$ cat src/rtl/lsl_iter_shifter.sv
// Iterative logical-shift-left unit for the execute stage.
// Handles LSL (imm5) and LSL (register) with C/Z/N results, advancing
// STEP_BITS bit positions per SHIFT cycle under a start/busy/done handshake.
//
// state | meaning
// ------+-----------------------------------------------------------------
// IDLE  | waiting for i_start; results held from the last operation
// SHIFT | shifting the latched operand, o_busy high
// DONE  | o_done pulse; results valid; i_start here restarts immediately
module lsl_iter_shifter #(
   parameter int unsigned STEP_BITS = 4
) (
   input  logic        i_clk,
   input  logic        i_rst_n,
   input  logic        i_start,
   input  logic        i_mode,
   input  logic [31:0] i_rm,
   input  logic [31:0] i_rs,
   input  logic [4:0]  i_imm5,
   input  logic        i_c,
   output logic        o_busy,
   output logic        o_done,
   output logic [31:0] o_rd,
   output logic        o_c,
   output logic        o_z,
   output logic        o_n
);

   typedef enum logic [1:0] {
      S_IDLE  = 2'd0,
      S_SHIFT = 2'd1,
      S_DONE  = 2'd2
   } state_e;

   localparam logic [5:0] STEP = 6'(STEP_BITS);

   state_e      state_q, state_d;
   logic [31:0] val_q, val_d;
   logic [5:0]  rem_q, rem_d;
   logic [31:0] rd_q, rd_d;
   logic        c_q, c_d;
   logic        z_q, z_d;
   logic        n_q, n_d;

   logic [7:0]  amount;
   logic [5:0]  k;
   logic [32:0] ext;

   // Next-state logic: accept/classify amount, step the shift, load results on DONE entry
   always_comb begin
      state_d = state_q;
      val_d   = val_q;
      rem_d   = rem_q;
      rd_d    = rd_q;
      c_d     = c_q;
      z_d     = z_q;
      n_d     = n_q;
      amount  = i_mode ? i_rs[7:0] : {3'b000, i_imm5};
      k       = (rem_q < STEP) ? rem_q : STEP;
      // Bit 32 of the widened shift is value[32-k], i.e. the last bit shifted out.
      ext     = {1'b0, val_q} << k;

      case (state_q)
         S_IDLE, S_DONE: begin
            state_d = S_IDLE;
            if (i_start) begin
               if (amount == 8'd0) begin
                  rd_d    = i_rm;
                  c_d     = i_c;
                  z_d     = (i_rm == 32'd0);
                  n_d     = i_rm[31];
                  state_d = S_DONE;
               end else if (amount > 8'd32) begin
                  rd_d    = 32'd0;
                  c_d     = 1'b0;
                  z_d     = 1'b1;
                  n_d     = 1'b0;
                  state_d = S_DONE;
               end else begin
                  val_d   = i_rm;
                  rem_d   = amount[5:0];
                  state_d = S_SHIFT;
               end
            end
         end
         S_SHIFT: begin
            val_d = ext[31:0];
            rem_d = rem_q - k;
            if (rem_q == k) begin
               rd_d    = ext[31:0];
               c_d     = ext[32];
               z_d     = (ext[31:0] == 32'd0);
               n_d     = ext[31];
               state_d = S_DONE;
            end
         end
         default: state_d = S_IDLE;
      endcase
   end

   // State and datapath registers; reset aborts any in-flight shift
   always_ff @(posedge i_clk or negedge i_rst_n) begin
      if (!i_rst_n) begin
         state_q <= S_IDLE;
         val_q   <= 32'd0;
         rem_q   <= 6'd0;
         rd_q    <= 32'd0;
         c_q     <= 1'b0;
         z_q     <= 1'b0;
         n_q     <= 1'b0;
      end else begin
         state_q <= state_d;
         val_q   <= val_d;
         rem_q   <= rem_d;
         rd_q    <= rd_d;
         c_q     <= c_d;
         z_q     <= z_d;
         n_q     <= n_d;
      end
   end

   assign o_busy = (state_q == S_SHIFT);
   assign o_done = (state_q == S_DONE);
   assign o_rd   = rd_q;
   assign o_c    = c_q;
   assign o_z    = z_q;
   assign o_n    = n_q;

endmodule

$ cat config.mk
export PLATFORM = sky130hd
export DESIGN_NAME = lsl_iter_shifter
export DESIGN_NICKNAME = d
export VERILOG_FILES = /design/src/rtl/lsl_iter_shifter.sv
export SDC_FILE = /design/constraint.sdc
export NUM_CORES = 1
export LEC_CHECK = 0
export ABC_AREA = 1
export CAP_MARGIN = 20
export CORE_MARGIN = 8
export CORE_UTILIZATION = 34
export CTS_CLUSTER_DIAMETER = 40
export CTS_CLUSTER_SIZE = 25
export DETAILED_ROUTE_END_ITERATION = 10
export PLACE_DENSITY_LB_ADDON = 0.12
export SLEW_MARGIN = 15
export SYNTH_ARGS = -nofsm -noshare
export SYNTH_HDL_FRONTEND = slang
export SYNTH_SLANG_ARGS = --single-unit
export TNS_END_PERCENT = 50
$ cat constraint.sdc
create_clock -name i_clk -period 2.3 [get_ports i_clk]
set_input_delay 0.46 -clock i_clk [delete_from_list [all_inputs] [get_ports i_clk]]
set_output_delay 0.46 -clock i_clk [all_outputs]
set_load 0.02 [all_outputs]
==> flow_metrics.tcl, run 1 <==
set metrics [dict create \
    timing.critical_path.from "rem_q[3]$_DFFE_PN0P_" \
    fin_crit_ns 2.09 \
    crit_family "simple AND/OR/NAND/NOR gates" \
    fillers 1543 \
    fp.dieH_um 138 \
    netlist_area_um2 5040 \
    post-synth-top-area-fraction_pct 36.7 \
    timing.clock.skew_ns 0.00335 \
    gp_congestion 0.908 \
    finalMaxSlewViolations 0 \
    worst-r2r-setup-slack_ns 0.21 \
    fp.coreArea_um2 14500 \
    fraction_of_layout_cells_with_a_size_suffix_above_1_pct 9.75 \
    setup.worst_path.class "flop to flop" \
    cts_root_buf "clkbuf_16" \
    worst_slew_pin_slew_ns 0.570 \
    critPathLaunchType "flop" \
    antenna_found_initial 0 \
    synthesis.instances 769 \
    placed_cells 1039 \
    clock_tree.htree_level_count 3 \
    async_reset_ff_share_pct 100 \
    syn2layout_area_growth_pct 32.1 \
    cts.clk_slew.worst_paths_ns 0.06 \
    post_synth_edffs 0 \
    synth_ff_type "dfrtp_1" \
    synth_area_leaders "dfrtp_1 (37%), nand2_1 (20%), nand3_1 (8.1%)" \
    num_antenna_cells 0 \
    detailroute.via_count 5590 \
    grt_start_max_net_pins 50 \
    most_numerous_cell_on_the_critical_path "nand2_1" \
    peak_fanout_along_the_critical_path 11 \
    post_drt_via_cell_ratio 5.29 \
    io_buffer_count 86 \
    reg2reg_depth 12 \
    pin_count 111 \
    worstPathArrival_ns 2.36 \
    timing.critical_path.cells "nor2_4 > nand2_4 > nor2_8 > buf_4 > a21oi_1 > nand2_1 > nand2_1 > nor2_1 > nand3_1 > nor2_1 > nand2_1 > a21oi_1" \
    slew_headroom_pct 62.0 \
    power_frac_seq_pct 24.5 \
    final_common_cell "nand2_1" \
    clock_sink_count 74 \
    vdd.ir_drop.worst_uv 473 \
    setup_total_negative_slack_ns 0 \
    worst_path_largest_cell_delay_ns 0.45 \
    first_global_vias 5582 \
    finalNonFillerCells 1056 \
    synth.distinct_cells 34 \
    detail_route.iter0.violations 348 \
    yosysWarningCount 0 \
    internal_power_uw 4880 \
    worst_hold_path_type "input port to async pin" \
    maxCapViolations 0 \
    p_clk_share_pct 16.5 \
    cts.repair_timing.setup_buffer_count 0 \
    route.antenna.remaining_nets 0 \
    timing.final.setup_violations 0 \
    track_usage_pct 18.9 \
    dp_hpwl_um 13200 \
    worst_r2r_startpoint "rem_q[3]$_DFFE_PN0P_" \
    num-nets-final 942 \
    area.sequential_um2 1850 \
    cp_data_required_time_ns 2.57 \
    grt_pass1_wl_um 28100 \
    mappedNetlistNets 844 \
    max_freq_ghz 0.480 \
    detailedRoute.firstPassIterationCount 5 \
    numCtsBuffers 9 \
    synthesized_flop_and_latch_total 74 \
    die_area_um2 19000 \
    postSynthAreaPerCell_um2 6.55 \
    tritoncts "done" \
    wl_um 17600 \
    final_cell_mix "nand2_1 (265), clkdlybuf4s50_1 (83), nand3_1 (82)" \
    count_of_buffer_and_inverter_cells_on_the_critical_path 1 \
    initial_core_util_pct 34.7 \
    chipWidth_um 138 \
    finalPower_uw 9460 \
    post_cts_hold_buffer_count 0 \
    grt_overflow 0 \
    status "complete, no violations" \
    drt_drc_violations_left 0 \
    area_of_the_multi_input_gates_um2 2740 \
    route.detailed.wl_per_inst_um 16.7 \
    fp-row-count 44 \
    static-leakage-power_uw 0.00321 \
    pwr_density_cell_nw_per_um2 1420 \
    timing.final.crit_share_pct 90.7 \
    clock_insertion_delay_at_the_later_pin_of_the_skew_report_ns 0.34 \
    switching_power_uw 4580 \
    combinationalPowerShare_pct 59.0 \
    synth-seq-area-share_pct 36.7 \
    power.switching_fraction_pct 48.4 \
    max-clock-path-buffers 2 \
    finalHoldViolCount 0 \
    post-synth-top-area-cell "dfrtp_1" \
    nature_of_the_critical_path_endpoint "flop" \
    timing.rr.end "o_z$_DFFE_PN0P_" \
    grt_setup_unrepaired "no" \
    critical-path-slowest-cell "dfrtp_2" \
]
-- through the flow --
stage	util, %	hold WS (ns)	setup slack [ns]	cell area, um2
after floorplan	-	0.164	0.479	5040
after detailed placement	43.3	0.464	-0.285	6290
after global placement	43.3	0.466	-0.244	6290
after global routing	45.8	0.152	0.0412	6660
final	45.8	0.112	0.215	6660
after CTS	45.4	0.137	0.0564	6600
-- registers in the layout, summed over array words and instances, names as in the netlist --
name and count:
o_c 1, o_rd 32, o_z 1, rem_q 6
state_q 2, val_q 32
-- cells in the mapped netlist, drive strengths merged (2+ instances only) --
| cell | number |
|---|---|
| nand3 | 83 |
| nor4 | 5 |
| inv | 54 |
| o21ai | 75 |
| a21oi | 15 |
| clkbuf | 14 |
| nor2 | 73 |
| dfrtp | 74 |
| a31oi | 20 |
| nand4 | 42 |
| buf | 31 |
| or2 | 3 |
| nor3 | 2 |
| nand2 | 269 |
| o21a | 2 |
-- how the worst max path moves through the flow --
| stage | to | slack, ns | cells past startpoint |
|---|---|---|---|
| after global placement | o_rd[15]$_DFFE_PN0P_ | -0.24 | 13 |
| final | o_z$_DFFE_PN0P_ | 0.21 | 12 |
| after CTS | rem_q[4]$_DFFE_PN0P_ | 0.06 | 11 |
| after floorplan | rem_q[0]$_DFFE_PN0P_ | 0.48 | 12 |
| after global routing | rem_q[4]$_DFFE_PN0P_ | 0.04 | 11 |
| after detailed placement | o_rd[15]$_DFFE_PN0P_ | -0.29 | 13 |
-- power by group through the flow --
stage               logic (uW)  clock network [uW]  registers, uW
finish                    5580                1560           2320
global route              6250                1650           2390
CTS                       5470                1590           2310
detailed placement        5440                   0           2320
global placement          5430                   0           2310
floorplan                 3390                   0           2470
-- metal layers --
| metal | vias up | global-route usage, % | wire (um) |
|---|---|---|---|
| li1 | 2761 | - | - |
| met1 | 2625 | 23.4 | 7700 |
| met2 | 175 | 31.1 | 8360 |
| met3 | 29 | 4.08 | 920 |
| met4 | 0 | 7.82 | 647 |
| met5 | - | 0 | 0 |
-- area by class of cell --
class | instances | share of cell area (%)
clock buffers | 9 | 3.38
flip-flops and latches | 74 | 27.8
clock inverters | 7 | 1.39
repair buffers | 132 | 19.6
well taps | 184 | 3.46
inverters | 55 | 3.21
multi-input cells | 595 | 41.2
-- logic make-up (layout without fill, tap and decap cells) --
family          Yosys count  count (layout)  synth area share [%]
simple gates            478             478                  41.6
buf+inv                 100             203                  9.21
other cells               1               1                0.0744
flops                    74              74                  36.7
fa+ha+maj                 1               1                 0.248
compound gates          115             115                  12.2
-- worst register-to-register path, stage by stage, from the launching register on --
cell and delay (ns):
dfrtp_2 0.45, nor2_4 0.18, nand2_4 0.13, nor2_8 0.22
buf_4 0.21, a21oi_1 0.09, nand2_1 0.07, nand2_1 0.05
nor2_1 0.16, nand3_1 0.12, nor2_1 0.10, nand2_1 0.09
a21oi_1 0.14
-- what timing repair did --
item,4_1_cts,5_1_grt
pin swaps,0,0
gates resized for setup,1,11
cloned,0,1
setup endpoints to repair,1,51
(Power assumes the default switching activity.)
==> run 2: changes to the inputs <==
--- a/config.mk
+++ b/config.mk
@@ -12,7 +12,9 @@
 export CTS_CLUSTER_DIAMETER = 40
 export CTS_CLUSTER_SIZE = 25
 export DETAILED_ROUTE_END_ITERATION = 10
+export DONT_BUFFER_PORTS = 1
 export PLACE_DENSITY_LB_ADDON = 0.12
+export REMOVE_ABC_BUFFERS = 1
 export SLEW_MARGIN = 15
 export SYNTH_ARGS = -nofsm -noshare
 export SYNTH_HDL_FRONTEND = slang
==> run 2 against run 1 <==
Die area unchanged. Critical path depth decreased by 1. Register-to-register slack is essentially flat. Global-route usage shrank 1.5 points. Worst hold slack got worse by 0.10 ns. Clock skew grew 0.0037 ns. Setup slack improved by 0.0048 ns. Core utilization is 7.7 points lower. Flip-flop and latch count unchanged.
==> flow_metrics.tcl, run 2 (same netlist as run 1, synthesis figures left out) <==
set metrics [dict create \
    internal_power_uw 4100 \
    clock_insertion_delay_at_the_later_pin_of_the_skew_report_ns 0.35 \
    finalHoldViolCount 0 \
    drt_drc_violations_left 0 \
    clock_sink_count 74 \
    syn2layout_area_growth_pct 9.83 \
    detailedRoute.firstPassIterationCount 6 \
    dp_hpwl_um 11600 \
    max-clock-path-buffers 2 \
    final_cell_area_um2 5540 \
    fraction_of_layout_cells_with_a_size_suffix_above_1_pct 7.35 \
    grt_overflow 0 \
    slew_headroom_pct 65.6 \
    detailroute.via_count 5051 \
    timing.final.crit_share_pct 90.5 \
    combinationalPowerShare_pct 52.6 \
    antenna_found_initial 0 \
    fp.dieH_um 138 \
    timing.clock.skew_ns 0.00706 \
    power_frac_seq_pct 31.1 \
    peak_fanout_along_the_critical_path 26 \
    grt_start_max_net_pins 75 \
    numCtsBuffers 9 \
    num-nets-final 832 \
    initial_core_util_pct 34.7 \
    post_drt_via_cell_ratio 5.34 \
    static-leakage-power_uw 0.00273 \
    first_global_vias 4832 \
    status "complete, no violations" \
    postPlaceCellArea_um2 5220 \
    worst_hold_path_type "input port to async pin" \
    p_clk_share_pct 16.3 \
    finalNonFillerCells 946 \
    setup.worst_path.class "flop to flop" \
    fp-row-count 44 \
    area.sequential_um2 1850 \
    num_antenna_cells 0 \
    io_buffer_count 0 \
    grt_pass1_wl_um 25700 \
    maxCapViolations 0 \
    vdd.ir_drop.worst_uv 569 \
    tritoncts "done" \
    fin_crit_ns 2.08 \
    min_hold_slack_ns 0.00870 \
    pin_count 111 \
    critPathLaunchType "flop" \
    worst_slew_pin_slew_ns 0.512 \
    fillers 1639 \
    route.detailed.wl_per_inst_um 17.0 \
    gp_congestion 0.855 \
    power.switching_fraction_pct 51.1 \
    cts_root_buf "clkbuf_16" \
    timing.final.setup_violations 0 \
    cts.repair_timing.setup_buffer_count 0 \
    clock_tree.htree_level_count 3 \
    wl_um 16000 \
    fp.coreArea_um2 14500 \
    switching_power_uw 4290 \
    final_common_cell "nand2_1" \
    max_freq_ghz 0.481 \
    route.antenna.remaining_nets 0 \
    pwr_density_cell_nw_per_um2 1510 \
    cts.clk_slew.worst_paths_ns 0.06 \
    finalMaxSlewViolations 0 \
    placed_cells 929 \
    nature_of_the_critical_path_endpoint "flop" \
    grt_setup_unrepaired "no" \
    die_area_um2 19000 \
    final_cell_mix "nand2_1 (265), nand3_1 (82), dfrtp_1 (74)" \
    area_of_the_multi_input_gates_um2 2740 \
    cp_data_required_time_ns 2.57 \
    worstPathArrival_ns 2.35 \
    detail_route.iter0.violations 591 \
    chipWidth_um 138 \
    track_usage_pct 17.4 \
]
==> run 2: repair_timing <==
item / in CTS / in global routing
gates resized for setup: 0 / 2
endpoints found under the hold margin: 74 / 0
setup endpoints to repair: 0 / 5
hold buffers: 1 / 0
==> run 2: cell type report <==
cell class                      count  share of cell area [%]
Multi-Input combinational cell    595                    49.4
Sequential cell                    74                    33.5
Clock buffer                       14                    4.95
Tap cell                          184                    4.16
Timing Repair Buffer               22                    4.09
Inverter                           55                    3.73
Clock inverter                      2                   0.181
==> run 2: per-layer routing <==
metal	wire length (um)	global-route usage, %	up-vias	part of all wire [%]
li1	-	-	2528	-
met1	7380	23.4	2349	46
met2	7280	26.5	161	45
met3	1200	4.34	13	7.5
met4	178	5.85	0	1.1
met5	0	0	-	0
==> run 2: power groups by stage <==
stage / combinational, uW / sequential, uW / clock (uW)
finish: 4410 / 2610 / 1360
global route: 5030 / 2700 / 1460
CTS: 4400 / 2620 / 1420
detailed placement: 4350 / 2630 / 0
global placement: 4320 / 2630 / 0
floorplan: 3010 / 2530 / 0
==> run 2: worst max-delay path, stage by stage, from the launching register on <==
cell and delay, ns:
dfrtp_1 0.45, nor2_4 0.21, nand2_4 0.12, nor2_8 0.35, nand3_1 0.16, nand3_1 0.12, nand2_1 0.06, nor2_1 0.10
nand2_1 0.06, nor2_1 0.13, nand2_1 0.10, a21oi_1 0.13
==> run 2: metrics by stage <==
stage	setup slack [ns]	utilization [%]	setup TNS, ns	power, uW
final	0.220	38.1	0	8390
after global routing	0.0115	38.1	0	9180
after CTS	0.152	38.0	0	8440
after detailed placement	0.166	35.9	0	6980
after global placement	0.191	35.9	0	6950
after floorplan	-1.60	-	-98.58	5540
==> run 2: path summary, 6_finish.rpt <==
path,start,end,slack (ns),depth (start not counted)
setup / recovery,rem_q[3]$_DFFE_PN0P_,o_z$_DFFE_PN0P_,0.22,11
setup reg to reg,rem_q[3]$_DFFE_PN0P_,o_z$_DFFE_PN0P_,0.22,11
min in group i_clk,i_rm[31],val_q[31]$_DFFE_PN0P_,0.29,2
hold / removal,i_rst_n,o_rd[19]$_DFFE_PN0P_,0.009,1
hold reg to reg,val_q[3]$_DFFE_PN0P_,val_q[3]$_DFFE_PN0P_,0.52,2
max in group asynchronous,i_rst_n,o_rd[10]$_DFFE_PN0P_,1.95,1
